--- src/rtl/alu_pkg.sv ---
// Shared ALU definitions: control codes (also used by the ALU control decoder) and
// execute-stage FSM states.
package alu_pkg;

    localparam int unsigned AluCtrlW = 4;

    typedef enum logic [AluCtrlW-1:0] {
        AluOr  = 4'b0000,
        AluAnd = 4'b0001,
        AluAdd = 4'b0010,
        AluXor = 4'b0100,
        AluSub = 4'b0110,
        AluSlt = 4'b0111,
        AluMul = 4'b1111
    } alu_ctrl_t;

    typedef enum logic [1:0] {
        StIdle,
        StMul,
        StHold
    } alu_state_t;

endpackage

--- src/rtl/alu_mul_iter.sv ---
// Iterative shift-add multiplier: one partial product per cycle, WIDTH cycles after start.
// o_done and o_product are valid in the cycle whose edge performs the last iteration.
module alu_mul_iter #(
    parameter int unsigned WIDTH = 32
) (
    input  logic             clk,
    input  logic             rst_n,
    input  logic             i_start,
    input  logic [WIDTH-1:0] i_a,
    input  logic [WIDTH-1:0] i_b,
    output logic             o_done,
    output logic [WIDTH-1:0] o_product
);
    localparam int unsigned CntW = $clog2(WIDTH);

    logic [WIDTH-1:0] r_mcand;
    logic [WIDTH-1:0] r_mplier;
    logic [WIDTH-1:0] r_acc;
    logic [CntW-1:0]  r_cnt;
    logic             r_busy;
    logic [WIDTH-1:0] w_acc_next;

    assign w_acc_next = r_mplier[0] ? (r_acc + r_mcand) : r_acc;
    assign o_done     = r_busy && (r_cnt == CntW'(WIDTH - 1));
    assign o_product  = w_acc_next;

    always_ff @(posedge clk) begin
        if (!rst_n) begin
            r_mcand  <= '0;
            r_mplier <= '0;
            r_acc    <= '0;
            r_cnt    <= '0;
            r_busy   <= 1'b0;
        end else if (i_start) begin
            r_mcand  <= i_a;
            r_mplier <= i_b;
            r_acc    <= '0;
            r_cnt    <= '0;
            r_busy   <= 1'b1;
        end else if (r_busy) begin
            r_acc    <= w_acc_next;
            r_mcand  <= r_mcand << 1;
            r_mplier <= r_mplier >> 1;
            r_cnt    <= r_cnt + CntW'(1);
            if (o_done) begin
                r_busy <= 1'b0;
            end
        end
    end

endmodule

--- src/rtl/alu_exec.sv ---
// Execute-stage ALU with valid/ready handshake and registered result/flags.
// Define ALU_EXEC_MUL_EN to build in the iterative multiplier for code 1111.
module alu_exec
    import alu_pkg::*;
#(
    parameter int unsigned WIDTH = 32
) (
    input  logic                clk,
    input  logic                rst_n,
    input  logic                in_valid,
    output logic                in_ready,
    input  logic [AluCtrlW-1:0] alu_control,
    input  logic [WIDTH-1:0]    operand_a,
    input  logic [WIDTH-1:0]    operand_b,
    output logic                out_valid,
    input  logic                out_ready,
    output logic [WIDTH-1:0]    result,
    output logic                zero,
    output logic                overflow,
    output logic                illegal
);
    alu_state_t       r_state;
    logic             r_out_valid;
    logic [WIDTH-1:0] r_result;
    logic             r_zero;
    logic             r_overflow;
    logic             r_illegal;

    logic             w_accept;
    logic             w_is_mul;
    logic [WIDTH-1:0] w_sum;
    logic [WIDTH-1:0] w_diff;
    logic [WIDTH-1:0] w_result;
    logic             w_overflow;
    logic             w_illegal;

    assign in_ready  = (r_state == StIdle) || ((r_state == StHold) && out_ready);
    assign w_accept  = in_valid && in_ready;
    assign out_valid = r_out_valid;
    assign result    = r_result;
    assign zero      = r_zero;
    assign overflow  = r_overflow;
    assign illegal   = r_illegal;

    assign w_sum  = operand_a + operand_b;
    assign w_diff = operand_a - operand_b;

    always_comb begin
        w_result   = '0;
        w_overflow = 1'b0;
        w_illegal  = 1'b0;
        case (alu_control)
            AluOr:  w_result = operand_a | operand_b;
            AluAnd: w_result = operand_a & operand_b;
            AluXor: w_result = operand_a ^ operand_b;
            AluAdd: begin
                w_result   = w_sum;
                w_overflow = (operand_a[WIDTH-1] == operand_b[WIDTH-1]) &&
                             (w_sum[WIDTH-1] != operand_a[WIDTH-1]);
            end
            AluSub: begin
                w_result   = w_diff;
                w_overflow = (operand_a[WIDTH-1] != operand_b[WIDTH-1]) &&
                             (w_diff[WIDTH-1] != operand_a[WIDTH-1]);
            end
            // True signed compare; the wrapped difference's sign is wrong on overflow.
            AluSlt: w_result = {{(WIDTH-1){1'b0}}, $signed(operand_a) < $signed(operand_b)};
            default: w_illegal = 1'b1;
        endcase
    end

`ifdef ALU_EXEC_MUL_EN
    logic             w_mul_done;
    logic [WIDTH-1:0] w_mul_product;

    assign w_is_mul = (alu_control == AluMul);

    alu_mul_iter #(
        .WIDTH (WIDTH)
    ) u_mul (
        .clk       (clk),
        .rst_n     (rst_n),
        .i_start   (w_accept && w_is_mul),
        .i_a       (operand_a),
        .i_b       (operand_b),
        .o_done    (w_mul_done),
        .o_product (w_mul_product)
    );
`else
    assign w_is_mul = 1'b0;
`endif

    always_ff @(posedge clk) begin
        if (!rst_n) begin
            r_state     <= StIdle;
            r_out_valid <= 1'b0;
            r_result    <= '0;
            r_zero      <= 1'b0;
            r_overflow  <= 1'b0;
            r_illegal   <= 1'b0;
        end else begin
            case (r_state)
                StIdle, StHold: begin
                    if (w_accept && w_is_mul) begin
                        r_state     <= StMul;
                        r_out_valid <= 1'b0;
                    end else if (w_accept) begin
                        r_state     <= StHold;
                        r_out_valid <= 1'b1;
                        r_result    <= w_result;
                        r_zero      <= (w_result == '0);
                        r_overflow  <= w_overflow;
                        r_illegal   <= w_illegal;
                    end else if ((r_state == StHold) && out_ready) begin
                        r_state     <= StIdle;
                        r_out_valid <= 1'b0;
                    end
                end
`ifdef ALU_EXEC_MUL_EN
                StMul: begin
                    if (w_mul_done) begin
                        r_state     <= StHold;
                        r_out_valid <= 1'b1;
                        r_result    <= w_mul_product;
                        r_zero      <= (w_mul_product == '0);
                        r_overflow  <= 1'b0;
                        r_illegal   <= 1'b0;
                    end
                end
`endif
                default: r_state <= StIdle;
            endcase
        end
    end

endmodule

--- config.mk ---
export PLATFORM = sky130hd
export DESIGN_NAME = alu_exec
export DESIGN_NICKNAME = d
export VERILOG_FILES = /design/src/rtl/alu_pkg.sv /design/src/rtl/alu_mul_iter.sv /design/src/rtl/alu_exec.sv
export SDC_FILE = /design/constraint.sdc
export NUM_CORES = 1
export LEC_CHECK = 0
export CORE_ASPECT_RATIO = 1.4
export CORE_MARGIN = 5
export CORE_UTILIZATION = 30
export DETAILED_ROUTE_END_ITERATION = 10
export HOLD_SLACK_MARGIN = 0.05
export SLEW_MARGIN = 20
export SYNTH_ARGS = -nofsm -noshare
export SYNTH_HDL_FRONTEND = slang
export SYNTH_SLANG_ARGS = --single-unit
--- constraint.sdc ---
create_clock -name clk -period 7.7 [get_ports clk]
set_clock_uncertainty 0.05 [all_clocks]
set_input_delay 1.155 -clock clk [delete_from_list [all_inputs] [get_ports clk]]
set_output_delay 1.155 -clock clk [all_outputs]
set_load 0.1 [all_outputs]
# Word-level counts from Yosys, hierarchy flattened
# Cells that the tools add are included.
# classes
n_reduce_logical	14
eq_ne	9
order_cmp	1
n_addsub	2
n_bitwise	3
mux	7
# ops
op	count
$pmux W32 S6	1
$add A32 B32 Y32	1
$and A32 B32 Y32	1
$logic_not A32 Y1	1
$lt A32 B32 Y1	1
$or A32 B32 Y32	1
$sub A32 B32 Y32	1
$xor A32 B32 Y32	1
$eq A4 B3 Y1 const B	3
$reduce_and A2 Y1	3
$reduce_or A6 Y1	1
$eq A4 B1 Y1 const B	1
$eq A4 B2 Y1 const B	1
$logic_and A1 B1 Y1	4
$logic_not A4 Y1	1
$mux W2	2
$mux W1	3
$ne A1 B1 Y1	3
$logic_not A2 Y1	1
$pmux W1 S2	1
$reduce_bool A2 Y1	1
$reduce_or A2 Y1	1
$eq A1 B1 Y1	1
$logic_or A1 B1 Y1	1
# totals
word_cells	42
reg_bits	37
in_bits	72

# Longest topological paths before layout
# depth
ltp_word	5
depth_mapped	13

# Worst setup path after synthesis
# OpenSTA, ideal clock, no wires.
# synth_path
path_type	input port to flip-flop
from	in operand_a[0]
to	reg r_zero (netlist: zero)
setup_ps	96
path_slack_ps	3615
t_arrival_ps	3939
stages	13
cell_sequence	inv_1 ha_1 fa_1 nor2_2 o311ai_2 a311oi_2 o31ai_1 mux2_4 a2111oi_4 nand4_1 nor4_1 nand4_1 o41ai_2
# synth_via
elab_chain_cells	3
elab_cells_between_ends	8
cone_classes	add/sub: 2; order compare: 1; mux: 1; bitwise: 3; reduce/logical: 1
# synth_lines
item	line	source
start, declared	alu_exec.sv:13	input logic [WIDTH-1:0] operand_a,
$sub A32 B32 Y32, or another cell as far along	alu_exec.sv:46	assign w_diff = operand_a - operand_b;
$pmux W32 S6 (*)	alu_exec.sv:52	case (alu_control)
$logic_not A32 Y1 (*)	alu_exec.sv:111	r_zero <= (w_result == '0);
end signal, assigned	alu_exec.sv:111	
end, declared	alu_exec.sv:25	logic r_zero;
# Mark *: on every way between the ends. The rest lies on a longest branch, timed or not.
# A chain may end at the register's enable or synchronous reset.

# Final worst setup path
# layout_path
from	in alu_control[2]
to	reg r_zero (netlist: zero)
# layout_via
elab_chain_cells	3
elab_cells_between_ends	8
cone_classes	eq/ne: 5; mux: 1; reduce/logical: 2
# layout_lines
item	line	source
start, declared	alu_exec.sv:12	input logic [AluCtrlW-1:0] alu_control,
$eq A4 B3 Y1, or another cell as far along	alu_exec.sv:52	
$pmux W32 S6 (*)	alu_exec.sv:52	
$logic_not A32 Y1 (*)	alu_exec.sv:111	
# Marks and branches as above.

==> flow_summary.json <==
{
  "drt-pass1-iter-count": 6,
  "achievable-frequency_mhz": 194,
  "post_cts_resize_count": 0,
  "numPortBuffers": 108,
  "simple_logic_cell_fraction_of_the_synthesized_area_pct": 24.7,
  "post_synth_inst_count": 1053,
  "clk-insertion-delay-late_ps": 270,
  "die_h_um": 193,
  "share_clk_of_total_power_pct": 18.5,
  "post_synth_xor_area_fraction_pct": 0.730,
  "row_count": 67,
  "cpPeakStageDelay_ps": 790,
  "relative_slew_slack_pct": 33.6,
  "p_comb_share_pct": 61.8,
  "flop_and_latch_count_out_of_synthesis": 36,
  "p_leak_nw": 3.55,
  "cts_inserted_buffers": 5,
  "cts_tree": "yes",
  "antenna_found_initial": 0,
  "floorplan.core_area_um2": 23800,
  "hold_viol_final": 0,
  "timing.critical_path.cells": "clkdlybuf4s50_1, or4_1, nor2_1, a2111oi_0, nand3b_1, mux2_4, a2111oi_4, nand4_1, nor4_1, nand4_1, o41ai_2",
  "synth_area_in_adders_pct": 17.2,
  "global_route_wire_length_before_repair_um": 44800,
  "filler_cell_count": 2621,
  "power_switching_mw": 0.529,
  "crit_path_max_fanout": 18,
  "final.min_clock_period_ps": 5150,
  "effective_utilization_at_floorplan_pct": 30.2,
  "drv_slew": 0,
  "worstSetupEndpointType": "register",
  "areaGrowthSynthToFinish_pct": 20.4,
  "die-area_um2": 27200,
  "num_vias": 8290,
  "timing.critical_path.arrival_ps": 5290,
  "routedWlPerCell_um": 20.2,
  "final.period_utilization_pct": 66.9,
  "fp.dieW_um": 141,
  "criticalPathCategory": "in -> reg",
  "launch_instance_of_the_worst_min_delay_path": "result[9]",
  "synth_top_family_by_area": "compound AO/OA/AOI/OAI gates",
  "setup-tns-final_ps": 0,
  "critical_path.slowest_cell": "sky130_fd_sc_hd__clkdlybuf4s50_1",
  "syn_area_um2": 7200,
  "clk_root_buffer_cell": "sky130_fd_sc_hd__clkbuf_16",
  "crit_required_ps": 7830,
  "cpMostUsedCell": "sky130_fd_sc_hd__nand4_1",
  "hp-class": "reg -> reg",
  "fin_hold_ws_ps": 406,
  "synth-async-reset-ratio_pct": 0,
  "max_cap_violations": 0,
  "power.share.sequential_pct": 19.7,
  "ys.flop_type": "sky130_fd_sc_hd__dfxtp_1",
  "global_route.usage.total_pct": 20.1,
  "postSynthNetCount": 1223,
  "detailedRoute.firstIterationViolations": 852,
  "ctsHtreeMaxLevel": 2,
  "clock_path_buffers": 2,
  "final-instance-count-excl-fill": 1433,
  "dp.cells": 1425,
  "postRouteAntennaNets": 0,
  "finalSetupViolations": 0,
  "postSynthAreaPerCell_um2": 6.84,
  "most_common_cell_after_layout_fill_and_taps_aside": "sky130_fd_sc_hd__nor2_1",
  "dp.final_hpwl_um": 23000,
  "launch_point_of_the_worst_path": "alu_control[2]",
  "drc_errors": 0,
  "weighted_congestion_reported_at_the_end_of_routability_driven_placement": 0.945,
  "count_of_hold_fix_buffers_inserted_at_cts": 0,
  "synth-seq-area-share_pct": 10.0,
  "post_route_cells_drive_above_1_share_pct": 5.88,
  "layout_common_cells": "sky130_fd_sc_hd__nor2_1, sky130_fd_sc_hd__clkdlybuf4s50_1, sky130_fd_sc_hd__ha_1, sky130_fd_sc_hd__inv_1, sky130_fd_sc_hd__a21oi_1",
  "yosys_warnings": 0,
  "netlist-cell-type-count": 96,
  "detail_route.vias_per_cell": 5.79,
  "drt-total-wl_um": 29000,
  "start_kind": "input port",
  "power.density_cell_area_nw_per_um2": 124,
  "power.internal_mw": 0.545,
  "grt_max_degree": 50,
  "synth_compound_gate_area_share_pct": 36.4,
  "vdd.ir_drop.worst_mv": 0.139,
  "max_slew.worst_pin.slew_ps": 993,
  "number_of_enable_flip_flop_cells_after_synthesis": 0,
  "outcome": "completed",
  "post_cts.repair.setup_buffers": 0,
  "finalNetCount": 1292,
  "boundaryPins": 109,
  "grt_ovf": 0,
  "worstReg2RegStart": "r_state[1]",
  "via_count_of_the_first_global_routing_pass": 8156,
  "clock_sinks": 36,
  "clk_pin_slew_worst_paths_ps": 50,
  "final_antenna_diode_count": 0,
  "yosys-mux-area-fraction_pct": 1.98,
  "netSwitchingFraction_pct": 49.3,
  "rsz_0062_raised_after_global_routing": "no"
}
layout make-up:
class                   count  area [um2]  share of cell area, %
clock buffers               8         146                   1.69
multi-input cells         857        5860                   67.6
repair buffers            120        1170                   13.5
inverters                 102         385                   4.44
flip-flops and latches     36         721                   8.31
well taps                 310         388                   4.47
final timing paths:
check                    to  slack (ps)  cells past startpoint
setup reg to reg       zero        4950                     11
hold / removal    result[9]         410                      2
setup / recovery       zero        2550                     11
hold reg to reg   result[9]         410                      2
cells by family (layout without fill, tap and decap cells):
logic type	Yosys count	after routing
and+or+nand+nor	367	367
muxes	12	12
AOI/OAI and AO/OA	374	374
buffers and inverters	160	230
xor gates and xnor gates	6	6
adders and majority gates	98	98
DFF	36	36
flip-flops by register name (all words and copies together) (netlist names):
register	cells
illegal	1
overflow	1
r_state	1
result	32
zero	1
synth_stat cells (all sizes together), types with 7 or more instances:
cell / count / area [um2]
nor2: 118 / 445
inv: 101 / 382
ha: 96 / 1200
a21oi: 92 / 483
nand2: 80 / 300
o21ai: 79 / 395
a211oi: 38 / 295
clkbuf: 37 / 139
dfxtp: 36 / 721
nor3: 34 / 170
nand3: 23 / 115
buf: 21 / 121
a31oi: 19 / 119
nor4: 18 / 119
nand2b: 17 / 106
o211ai: 17 / 133
nand4: 13 / 81.3
o31ai: 12 / 95.1
nor2b: 11 / 68.8
or2: 11 / 68.8
a2111oi: 10 / 113
a311oi: 10 / 111
and2: 10 / 62.6
o21bai: 9 / 67.6
and3: 8 / 50.1
nor3b: 7 / 52.6
metrics by stage:
step | area, um2 | util, % | power, mW | setup slack [ps]
finish | 8670 | 36.4 | 1.07 | 2550
global route | 8670 | 36.4 | 1.14 | 2250
floorplan | 7200 | - | 0.671 | 3620
global placement | 8520 | 35.8 | 0.865 | 2380
CTS | 8670 | 36.4 | 1.07 | 2570
detailed placement | 8520 | 35.8 | 0.868 | 2300
power by group through the flow:
stage               logic (mW)  clock network, mW  registers (mW)
floorplan                0.352                  0           0.319
global placement         0.650                  0           0.215
detailed placement       0.653                  0           0.215
CTS                      0.656              0.201           0.212
global route             0.712              0.210           0.213
finish                   0.665              0.198           0.212
routing by layer:
metal	GRT usage (%)	vias to the layer above	routed length, um
met5	0	-	0
met4	7.54	0	1210
met3	2.07	76	1570
met2	35.8	320	14300
met1	24.7	3884	11900
li1	-	4010	-
worst max-delay path, delay by kind of cell:
| family | cells | cell delay (ps) |
|---|---|---|
| AO/OA/AOI/OAI | 3 | 1170 |
| buffers and inverters | 1 | 790 |
| multiplexers | 1 | 340 |
| AND/OR/NAND/NOR | 6 | 1820 |
Power figures use the tool's default switching activity.
